==> src/rtl/rom_loader.sv <==
// Packs the byte-serial ROM stream into 16-bit words and writes them to memory.
// Ports: clk/resetn, rom_* byte input, mem_* write port, hdr_* header mirror, status outputs.
// Optional feature macro: ROM_LOADER_CHECKSUM_EN enables the byte-sum checksum.
module rom_loader #(
  parameter int              ADDR_W     = 22,
  parameter logic [ADDR_W-1:0] BASE_ADDR = '0,
  parameter int              FIFO_DEPTH = 8,
  parameter int              HDR_BYTES  = 64
) (
  input  logic              clk,
  input  logic              resetn,
  input  logic              rom_loading,
  input  logic [7:0]        rom_do,
  input  logic              rom_do_valid,
  output logic [ADDR_W-1:0] mem_addr,
  output logic [15:0]       mem_din,
  output logic              mem_we,
  input  logic              mem_ack,
  output logic              hdr_we,
  output logic [7:0]        hdr_addr,
  output logic [7:0]        hdr_data,
  output logic [23:0]       rom_size,
  output logic              busy,
  output logic              done,
  output logic              overflow,
  output logic [15:0]       checksum
);

  localparam int PW = $clog2(FIFO_DEPTH);

  typedef enum logic [1:0] {
    S_IDLE,
    S_LOAD,
    S_FLUSH
  } state_t;

  state_t state, state_nxt;

  logic ld_q, ld_qq;
  logic rise, fall;
  logic restart_pending;
  logic load_start;
  logic byte_ok;
  logic drained;

  logic        odd;
  logic [7:0]  low_byte;
  logic [ADDR_W-1:0] word_index;

  logic [15:0] fifo [FIFO_DEPTH];
  logic [PW-1:0] rd_ptr, wr_ptr;
  logic [PW:0]   cnt, cnt_nxt;
  logic          full;
  logic          push, pop, wr_en, drop;
  logic [15:0]   push_data;

  assign rise = ld_q & ~ld_qq;
  assign fall = ~ld_q & ld_qq;

  assign full    = (cnt == (PW+1)'(FIFO_DEPTH));
  assign drained = (cnt == '0) && !mem_we;

  // State register
  always_ff @(posedge clk) begin
    if (!resetn) state <= S_IDLE;
    else         state <= state_nxt;
  end

  // Next-state logic
  always_comb begin
    state_nxt = state;
    unique case (state)
      S_IDLE:  if (rise || restart_pending) state_nxt = S_LOAD;
      S_LOAD:  if (fall) state_nxt = S_FLUSH;
      S_FLUSH: if (drained) state_nxt = S_IDLE;
      default: state_nxt = S_IDLE;
    endcase
  end

  // Output / control decode
  always_comb begin
    busy       = (state != S_IDLE);
    done       = (state == S_FLUSH) && drained;
    byte_ok    = (state == S_LOAD) && rom_do_valid;
    load_start = (state == S_IDLE) && (rise || restart_pending);
  end

  // Word assembly; a falling edge flushes a pending low byte as a padded word
  always_comb begin
    push      = 1'b0;
    push_data = '0;
    if (byte_ok && odd) begin
      push      = 1'b1;
      push_data = {rom_do, low_byte};
    end else if ((state == S_LOAD) && fall && byte_ok) begin
      push      = 1'b1;
      push_data = {8'h00, rom_do};
    end else if ((state == S_LOAD) && fall && odd) begin
      push      = 1'b1;
      push_data = {8'h00, low_byte};
    end
  end

  assign pop     = mem_we & mem_ack;
  assign wr_en   = push & (~full | pop);
  assign drop    = push & full & ~pop;
  assign cnt_nxt = cnt + {{PW{1'b0}}, wr_en} - {{PW{1'b0}}, pop};

  always_ff @(posedge clk) begin
    if (wr_en) fifo[wr_ptr] <= push_data;
  end

  always_ff @(posedge clk) begin
    if (!resetn) begin
      ld_q            <= 1'b0;
      ld_qq           <= 1'b0;
      restart_pending <= 1'b0;
      odd             <= 1'b0;
      low_byte        <= '0;
      word_index      <= '0;
      rd_ptr          <= '0;
      wr_ptr          <= '0;
      cnt             <= '0;
      mem_we          <= 1'b0;
      rom_size        <= '0;
      overflow        <= 1'b0;
      hdr_we          <= 1'b0;
      hdr_addr        <= '0;
      hdr_data        <= '0;
    end else begin
      ld_q  <= rom_loading;
      ld_qq <= ld_q;

      if (load_start)
        restart_pending <= 1'b0;
      else if (rise && (state == S_FLUSH))
        restart_pending <= 1'b1;

      if (wr_en) wr_ptr <= wr_ptr + 1'b1;
      if (pop)   rd_ptr <= rd_ptr + 1'b1;
      cnt <= cnt_nxt;
      // Head word is presented as soon as the FIFO holds one
      mem_we <= (cnt_nxt != '0);

      if (load_start)
        word_index <= '0;
      else if (pop)
        word_index <= word_index + 1'b1;

      if (load_start)
        odd <= 1'b0;
      else if ((state == S_LOAD) && fall)
        odd <= 1'b0;
      else if (byte_ok)
        odd <= ~odd;

      if (byte_ok && !odd) low_byte <= rom_do;

      if (load_start)
        rom_size <= '0;
      else if (byte_ok && (rom_size != 24'hFFFFFF))
        rom_size <= rom_size + 24'd1;

      if (load_start)
        overflow <= 1'b0;
      else if (drop)
        overflow <= 1'b1;

      hdr_we <= byte_ok && (rom_size < 24'(HDR_BYTES));
      if (byte_ok) begin
        hdr_addr <= rom_size[7:0];
        hdr_data <= rom_do;
      end
    end
  end

  assign mem_din  = mem_we ? fifo[rd_ptr] : '0;
  assign mem_addr = mem_we ? (BASE_ADDR + word_index) : '0;

`ifdef ROM_LOADER_CHECKSUM_EN
  logic [15:0] sum;

  always_ff @(posedge clk) begin
    if (!resetn)
      sum <= '0;
    else if (load_start)
      sum <= '0;
    else if (byte_ok)
      sum <= sum + {8'h00, rom_do};
  end

  assign checksum = sum;
`else
  assign checksum = 16'h0000;
`endif

endmodule

==> config.mk <==
export PLATFORM = sky130hd
export DESIGN_NAME = rom_loader
export DESIGN_NICKNAME = d
export VERILOG_FILES = /design/src/rtl/rom_loader.sv
export SDC_FILE = /design/constraint.sdc
export NUM_CORES = 1
export LEC_CHECK = 0
export ABC_AREA = 1
export CAP_MARGIN = 20
export CORE_MARGIN = 8
export CORE_UTILIZATION = 40
export CTS_CLUSTER_SIZE = 12
export DETAILED_ROUTE_END_ITERATION = 10
export HOLD_SLACK_MARGIN = 0.08
export PLACE_DENSITY = 0.71
export SETUP_SLACK_MARGIN = 0.05
export SLEW_MARGIN = 20
export SYNTH_ARGS = -nofsm -noshare
export SYNTH_HDL_FRONTEND = slang
export SYNTH_SLANG_ARGS = --single-unit
==> constraint.sdc <==
create_clock -name clk -period 5.8 [get_ports clk]
set_clock_uncertainty 0.15 [all_clocks]
set_input_delay 1.16 -clock clk [delete_from_list [all_inputs] [get_ports clk]]
set_output_delay 1.16 -clock clk [all_outputs]
set_load 0.01 [all_outputs]
==> Yosys cells after proc, flatten, opt, wreduce, memory -nomap -nowiden <==
Memory sizes are Yosys's and may differ from the RTL's. A register that Yosys moved wholly into a read port is not among the register bits.
Cells that the tools add are included.
{ "totals": {"ff_bits": 89, "ramBits": 128, "in_bits": 13, "n_memories": 1} }
{ "mem_list": {"columns": ["name", "words", "word_bits", "rd", "rd_clocked_by_memory_dff", "write_ports", "line_no", "rtl"], "rows": [
  ["fifo", 8, 16, 1, 1, 1, "50", "logic [15:0] fifo [FIFO_DEPTH];"]
]} }
{ "op_classes": {"n_addsub": 6, "magnitude_cmp": 1, "eq_ne": 7, "n_mux": 16, "bitwise_logic": 13, "reduce_logical": 22} }
{ "ops": {"columns": ["op", "n"], "rows": [
  ["16-bit two-way mux", 2],
  ["24-bit by 1-bit adder with 24-bit output (second input constant)", 1],
  ["24-bit by 7-bit < comparator with 1-bit output (second input constant)", 1],
  ["24-bit inequality test (second input constant)", 1],
  ["22-bit by 1-bit adder with 22-bit output (second input constant)", 1],
  ["22-bit two-way mux", 1],
  ["8-bit two-way mux", 2],
  ["1-bit logical AND", 12],
  ["3-bit by 1-bit adder with 3-bit output (second input constant)", 2],
  ["1-bit bitwise AND", 6],
  ["2-bit two-way mux", 3],
  ["3-bit two-way mux", 2],
  ["2-bit inequality test (second input constant)", 3],
  ["1-bit inverter", 6],
  ["2-bit case mux with 3 select lines", 1],
  ["1-bit two-way mux", 5],
  ["4-bit by 1-bit adder with 4-bit output", 1],
  ["4-bit == test (second input constant)", 1],
  ["4-bit logical NOT", 1],
  ["4-bit nonzero test", 1],
  ["4-bit by 1-bit subtractor with 4-bit output", 1],
  ["3-bit AND reduction", 1],
  ["3-bit OR reduction", 1],
  ["2-bit by 1-bit == test with 1-bit output (second input constant)", 1],
  ["7 further kinds", 8]
]} }

==> Depth between registers and ports, before layout <==
Gate-level depths: netlist of the first run.
{ "depth": {"depth_word": 11, "mapped_depth": 15, "ltp_nobuf": 15} }

==> Worst setup path after synthesis of the first run <==
Ideal clock, no wire load.
{ "synth_path": {"path_kind": "input -> register", "from": "input port rom_do_valid", "to": "register mem_we", "setup_time_ns": 0.132, "arrival_time_ns": 2.833, "t_required_ns": 5.518, "path_slack_ns": 2.685, "cell_stages": 14, "cell_sequence": "nand3_4 > inv_2 > nand2_1 > nand3_1 > buf_2 > inv_1 > nand2_1 > nand2_1 > ha_1 > fa_1 > nand2_1 > inv_1 > nor3_1 > o21ai_0"} }
{ "synth_via": {"elab_chain_len": 8, "elab_cells_between_ends": 9, "cone_classes": "add/sub: 2; mux: 2; bitwise: 1; reduce/logical: 4"} }
{ "synth_lines": {"columns": ["item", "line_no", "rtl"], "rows": [
  ["start: declaration", "14", "input logic rom_do_valid,"],
  ["1-bit logical AND (*)", "84", "byte_ok = (state == S_LOAD) && rom_do_valid;"],
  ["1-bit logical AND", "95", "end else if ((state == S_LOAD) && fall && byte_ok) begin"],
  ["1-bit two-way mux", "95", null],
  ["1-bit two-way mux (*)", "92", "if (byte_ok && odd) begin"],
  ["1-bit bitwise AND (*)", "105", "assign wr_en = push & (~full | pop);"],
  ["4-bit by 1-bit adder with 4-bit output (*)", "107", "assign cnt_nxt = cnt + {{PW{1'b0}}, wr_en} - {{PW{1'b0}}, pop};"],
  ["4-bit by 1-bit subtractor with 4-bit output (*)", "107", null],
  ["via cnt_nxt[1]", "52", "logic [PW:0] cnt, cnt_nxt;"],
  ["4-bit nonzero test (*)", "143", "mem_we <= (cnt_nxt != '0);"],
  ["end signal: assignment", "143", null],
  ["end: declaration", "17", "output logic mem_we,"]
]} }
The timed path passes the listed nets; every way through them passes the cells marked *.
A chain may end at the register's enable or synchronous reset.

==> flow_metrics.py, run 1 <==
metrics = {
    "status": {
        "status": "finished clean",
    },
    "power_and_ir_drop": {
        "power_density_mw_per_mm2": 325,
        "p_leak_nw": 4.22,
        "vdd_drop_max_mv": 0.180,
    },
    "run": {
        "maxCapViolations": 0,
    },
    "drt": {
        "wl_um": 24000,
        "drc_errors": 0,
        "vias_per_cell": 5.03,
        "first_pass_iters": 5,
        "drtAntennaViolNets": 0,
        "drt_iter0_drc": 636,
        "routedWlPerCell_um": 15.4,
        "vias": 7832,
    },
    "synth": {
        "synth-seq-cells": 220,
        "yosysWarnings": 0,
        "async_flop_share": 0,
        "yosysSeqAreaShare": 0.579,
        "synth.distinct_cells": 35,
        "postSynthCellCount": 1130,
        "synth.avg_cell_area_um2": 8.70,
        "synthFlopType": "edfxtp_1",
        "synth_edf_count": 128,
        "synth_area_mm2": 0.00983,
    },
    "place": {
        "place_area_mm2": 0.0110,
        "gp_congestion": 0.856,
        "io_buffers": 95,
        "dpl.hpwl_um": 15700,
        "place_inst": 1515,
    },
    "setup_path": {
        "worstSetupPathType": "reg2out",
        "cp.required_ps": 4490,
        "startpoint_type": "flip-flop",
        "end_kind": "primary output",
        "arrival_ps": 2910,
        "critPathMaxFanout": 51,
    },
    "timing": {
        "worst_pin_slew_ps": 1030,
        "fmax_mhz": 237,
        "hold_viol": 0,
        "setup_viol": 0,
        "slew_headroom": 0.314,
        "fin_crit_ps": 4220,
        "tns_ps": 0,
        "maxSlewViolCount": 0,
        "rsz0062_at_grt": "no",
        "fin_crit_sh": 0.728,
    },
    "cells_and_area": {
        "syn_to_final_growth_pct": 18.8,
        "final_cell_mix": "nor2_1, nand2_1, edfxtp_1",
        "stdcell_count": 1557,
        "design_area_mm2": 0.0117,
        "fin_nets": 1239,
        "fillCellCount": 2304,
        "seqCellArea_mm2": 0.00569,
        "antenna_cells": 0,
        "final_common_cell": "nor2_1",
        "multi_input_area_mm2": 0.00351,
        "drive_gt1_frac": 0.0487,
    },
    "floorplanning": {
        "die_h_um": 173,
        "initial_core_util": 0.405,
        "die_area_mm2": 0.0298,
        "core_mm2": 0.0242,
        "die_x_um": 173,
        "ios": 112,
        "num_rows": 57,
    },
    "clock_network": {
        "cts_buffer_depth": 3,
        "cts_tree": "built",
        "hold_buffers": 0,
        "clock_sinks": 220,
        "worstSkewPairLatency_ps": 510,
        "path_clk_slew_ps": 60,
        "numCtsBuffers": 23,
        "cts_root_buf": "clkbuf_16",
        "cts-resized-gates": 0,
        "htreeDepth": 1,
        "post_cts_buffers": 0,
    },
    "global_route": {
        "grt_pass1_wl_um": 38600,
        "grt_max_degree": 65,
        "grt_pass1_vias": 7424,
        "grt_usage": 0.154,
        "grt_overflow": 0,
        "antenna_found_initial": 0,
    },
    "min_path": {
        "min_path_type": "reg2reg",
    },
}
worst max-delay path, cell delays in order, from the launching register on:
cell,delay (ps)
dfxtp_2,330
inv_2,600
buf_4,330
nor2_1,60
o32ai_1,220
nor2_1,80
nor2_1,180
clkdlybuf4s50_1,560
cell usage after synthesis, types with 2 or more instances:
master	number	area (um^2)
nor2_1	263	987
nand2_1	194	728
edfxtp_1	128	3840
o21ai_0	107	536
dfxtp_1	92	1840
inv_1	91	342
a21oi_1	60	300
nand3_1	45	225
clkbuf_1	23	86.3
buf_4	17	128
o32ai_1	16	140
buf_2	15	75.1
nor3_1	14	70.1
nand4_1	11	68.8
ha_1	9	113
inv_2	5	18.8
nor2_2	5	31.3
a31oi_1	4	25.0
buf_1	4	15.0
nor2_4	4	45.0
a211oi_1	3	22.5
buf_6	2	22.5
nand2_2	2	12.5
nand3_4	2	35.0
nor4_1	2	12.5
xnor2_1	2	17.5
xor2_1	2	17.5
final timing paths:
kind                                        start           endpoint  slack (ps)  cells past startpoint
worst max-delay path                    flip-flop         mem_din[4]        1580                      7
worst min-delay path              ld_q$_SDFF_PN0_   ld_qq$_SDFF_PN0_         280                      2
worst max register to register  mem_we$_SDFF_PN0_  mem_we$_SDFF_PN0_        2350                     13
worst min register to register    ld_q$_SDFF_PN0_   ld_qq$_SDFF_PN0_         280                      2
flip-flops by register name, summed over array words and instances, names as in the netlist, 2 cells and up, named ones only:
register    count
low_byte        8
rd_ptr          3
rom_size       24
hdr_data        8
hdr_addr        8
cnt             4
wr_ptr          3
state           2
word_index     22
fifo          128
stage by stage:
stage | util | hold slack [ps] | worst slack (ps) | power, mW
floorplan | - | 257 | 2680 | 2.21
global placement | 0.454 | 265 | 1290 | 2.48
detailed placement | 0.454 | 275 | 1160 | 2.50
CTS | 0.481 | 288 | 1500 | 3.82
global route | 0.481 | 315 | 1380 | 3.97
finish | 0.481 | 281 | 1580 | 3.79
logic make-up (layout without fill, tap and decap cells):
group / Yosys count / in the layout / share of synthesized area
AND/OR/NAND/NOR: 546 / 546 / 0.229
AO/OA/AOI/OAI: 191 / 191 / 0.105
flip-flops: 220 / 220 / 0.579
XOR/XNOR: 4 / 4 / 0.00357
buffers and inverters: 158 / 246 / 0.0703
other: 1 / 16 / 0.000382
adder cells (fa/ha/maj): 10 / 10 / 0.0135
cell type report:
type | instances | share of cell area
inverters | 97 | 0.0312
multi-input cells | 767 | 0.300
clock inverters | 6 | 0.00257
clock buffers | 36 | 0.0544
flip-flops and latches | 220 | 0.488
well taps | 324 | 0.0347
repair buffers | 107 | 0.0892
layer usage:
layer / track usage / vias up / routed length (um)
li1: - / 3890 / -
met1: 0.200 / 3638 / 10600
met2: 0.256 / 265 / 11000
met3: 0.0375 / 39 / 2000
met4: 0.0359 / 0 / 428
met5: 0 / - / 0
power by group:
part	internal, mW	switching (mW)
clock network	0.750	0.580
logic	0.298	0.418
registers	1.67	0.0736
Power figures use the tool's default switching activity.
==> run 2, diff against run 1 <==
clock period = 4.2 ns   (was 5.8 ns; I/O delays follow)
==> run 2 against run 1 <==
Against the previous run:
- via count is 0.17% higher
- critical path depth is 1 lower
- critical path type unchanged
- sequential power is 34% higher
- worst hold slack better by 0.57 ps
- die area stayed put
- register-to-register slack worse by 1100 ps
- power is 40% higher
- non-clock buffer count is 10 higher
- core utilization is 0.42 points higher
- critical endpoint is now mem_din[7]
==> flow_metrics.py, run 2 (synthesized netlist as in run 1, its figures left out) <==
metrics = {
    "status": {
        "status": "finished clean",
    },
    "clock_network": {
        "cts_root_buf": "clkbuf_16",
        "cts_tree": "built",
        "clock_sinks": 220,
        "htreeDepth": 1,
        "cts_buffer_depth": 3,
        "post_cts_buffers": 0,
        "path_clk_slew_ps": 60,
        "numCtsBuffers": 23,
        "cts-resized-gates": 0,
        "worstSkewPairLatency_ps": 510,
        "hold_buffers": 0,
    },
    "place": {
        "place_area_mm2": 0.0111,
        "gp_congestion": 0.861,
        "dpl.hpwl_um": 16000,
        "io_buffers": 95,
    },
    "global_route": {
        "grt_pass1_wl_um": 39000,
        "grt_overflow": 0,
        "grt_max_degree": 39,
        "grt_pass1_vias": 7633,
        "grt_usage": 0.157,
        "antenna_found_initial": 1,
    },
    "setup_path": {
        "startpoint_type": "flip-flop",
        "crit_end": "mem_din[7]",
        "worstSetupPathType": "reg2out",
        "r2r_slack_ps": 1230,
        "arrival_ps": 2780,
        "end_kind": "primary output",
        "timing.rr.end": "mem_we$_SDFF_PN0_",
        "critPathMaxFanout": 20,
        "reg2reg_from": "mem_we$_SDFF_PN0_",
        "rr_worst_depth": 13,
        "cp.required_ps": 3210,
    },
    "timing": {
        "fmax_mhz": 265,
        "tns_ps": 0,
        "maxSlewViolCount": 0,
        "slew_headroom": 0.355,
        "worst_pin_slew_ps": 962,
        "rsz0062_at_grt": "no",
        "fin_crit_ps": 3770,
        "setup_viol": 0,
        "fin_crit_sh": 0.897,
        "hold_viol": 0,
    },
    "min_path": {
        "min_path_type": "reg2reg",
        "hold_start": "ld_q$_SDFF_PN0_",
    },
    "floorplanning": {
        "ios": 112,
        "num_rows": 57,
        "core_mm2": 0.0242,
        "die_h_um": 173,
        "die_area_mm2": 0.0298,
        "die_x_um": 173,
        "initial_core_util": 0.405,
    },
    "cells_and_area": {
        "final_common_cell": "nor2_1",
        "fillCellCount": 2310,
        "drive_gt1_frac": 0.0563,
        "fin_nets": 1249,
        "largest_reg_flops": 128,
        "seqCellArea_mm2": 0.00569,
        "top_register": "fifo",
        "final_cell_mix": "nor2_1, nand2_1, edfxtp_1",
        "syn_to_final_growth_pct": 19.8,
        "antenna_cells": 0,
        "design_area_mm2": 0.0118,
        "multi_input_area_mm2": 0.00351,
        "top_regs": "fifo: 128 flops, rom_size: 24 flops, word_index: 22 flops",
    },
    "drt": {
        "drtAntennaViolNets": 0,
        "routedWlPerCell_um": 15.5,
        "vias_per_cell": 5.01,
        "drt_iter0_drc": 646,
        "drc_errors": 0,
        "first_pass_iters": 5,
        "vias": 7845,
        "wl_um": 24200,
    },
    "run": {
        "maxCapViolations": 0,
    },
    "power_and_ir_drop": {
        "p_total_mw": 5.30,
        "vdd_drop_max_mv": 0.257,
        "power_density_mw_per_mm2": 450,
        "p_leak_nw": 4.28,
    },
}
==> run 2: changes by cell type in the layout (fill, tap and decap cells not counted), sizes merged <==
cell    change
buf        +10
clkinv      +1
inv         -1
==> run 2: worst min path at each step <==
stage                                   end  cells past startpoint
5_1_grt        restart_pending$_SDFFE_PP0P_                      2
6_report                   ld_qq$_SDFF_PN0_                      2
3_5_place_dp               ld_qq$_SDFF_PN0_                      2
3_3_place_gp               ld_qq$_SDFF_PN0_                      2
4_1_cts                    ld_qq$_SDFF_PN0_                      2
2_1_floorplan              ld_qq$_SDFF_PN0_                      2
==> run 2: metal layers <==
metal | part of all wire | track usage | vias to the layer above
met5 | 0.00054 | 0 | -
met4 | 0.023 | 0.0449 | 2
met3 | 0.076 | 0.0375 | 51
met2 | 0.46 | 0.263 | 246
met1 | 0.44 | 0.199 | 3639
li1 | - | - | 3907
==> run 2: area by class of cell <==
cell class,instances,area share
Multi-Input combinational cell,767,0.298
Clock buffer,36,0.0556
Sequential cell,220,0.483
Timing Repair Buffer,117,0.0959
Inverter,97,0.0309
Clock inverter,6,0.00244
Tap cell,324,0.0344
==> run 2: where the power goes <==
| group | internal (mW) | switching [mW] | total, mW |
|---|---|---|---|
| logic | 0.440 | 0.632 | 1.07 |
| clock network | 1.07 | 0.806 | 1.87 |
| registers | 2.31 | 0.0466 | 2.35 |
==> run 2: worst max-delay path: stages, from the launching register on <==
cell	delay [ps]
dfxtp_1	700
buf_4	340
o21ai_0	120
o21ai_0	150
o21ai_0	100
nor2_1	260
clkdlybuf4s50_1	590
==> run 2: metrics by stage <==
step	instances	worst slack (ps)	hold slack, ps	util
2_1_floorplan	1145	1400	257	-
5_1_grt	1567	224	329	0.486
3_5_place_dp	1525	537	272	0.457
3_3_place_gp	1525	624	262	0.457
6_report	1567	433	281	0.486
4_1_cts	1567	376	280	0.486
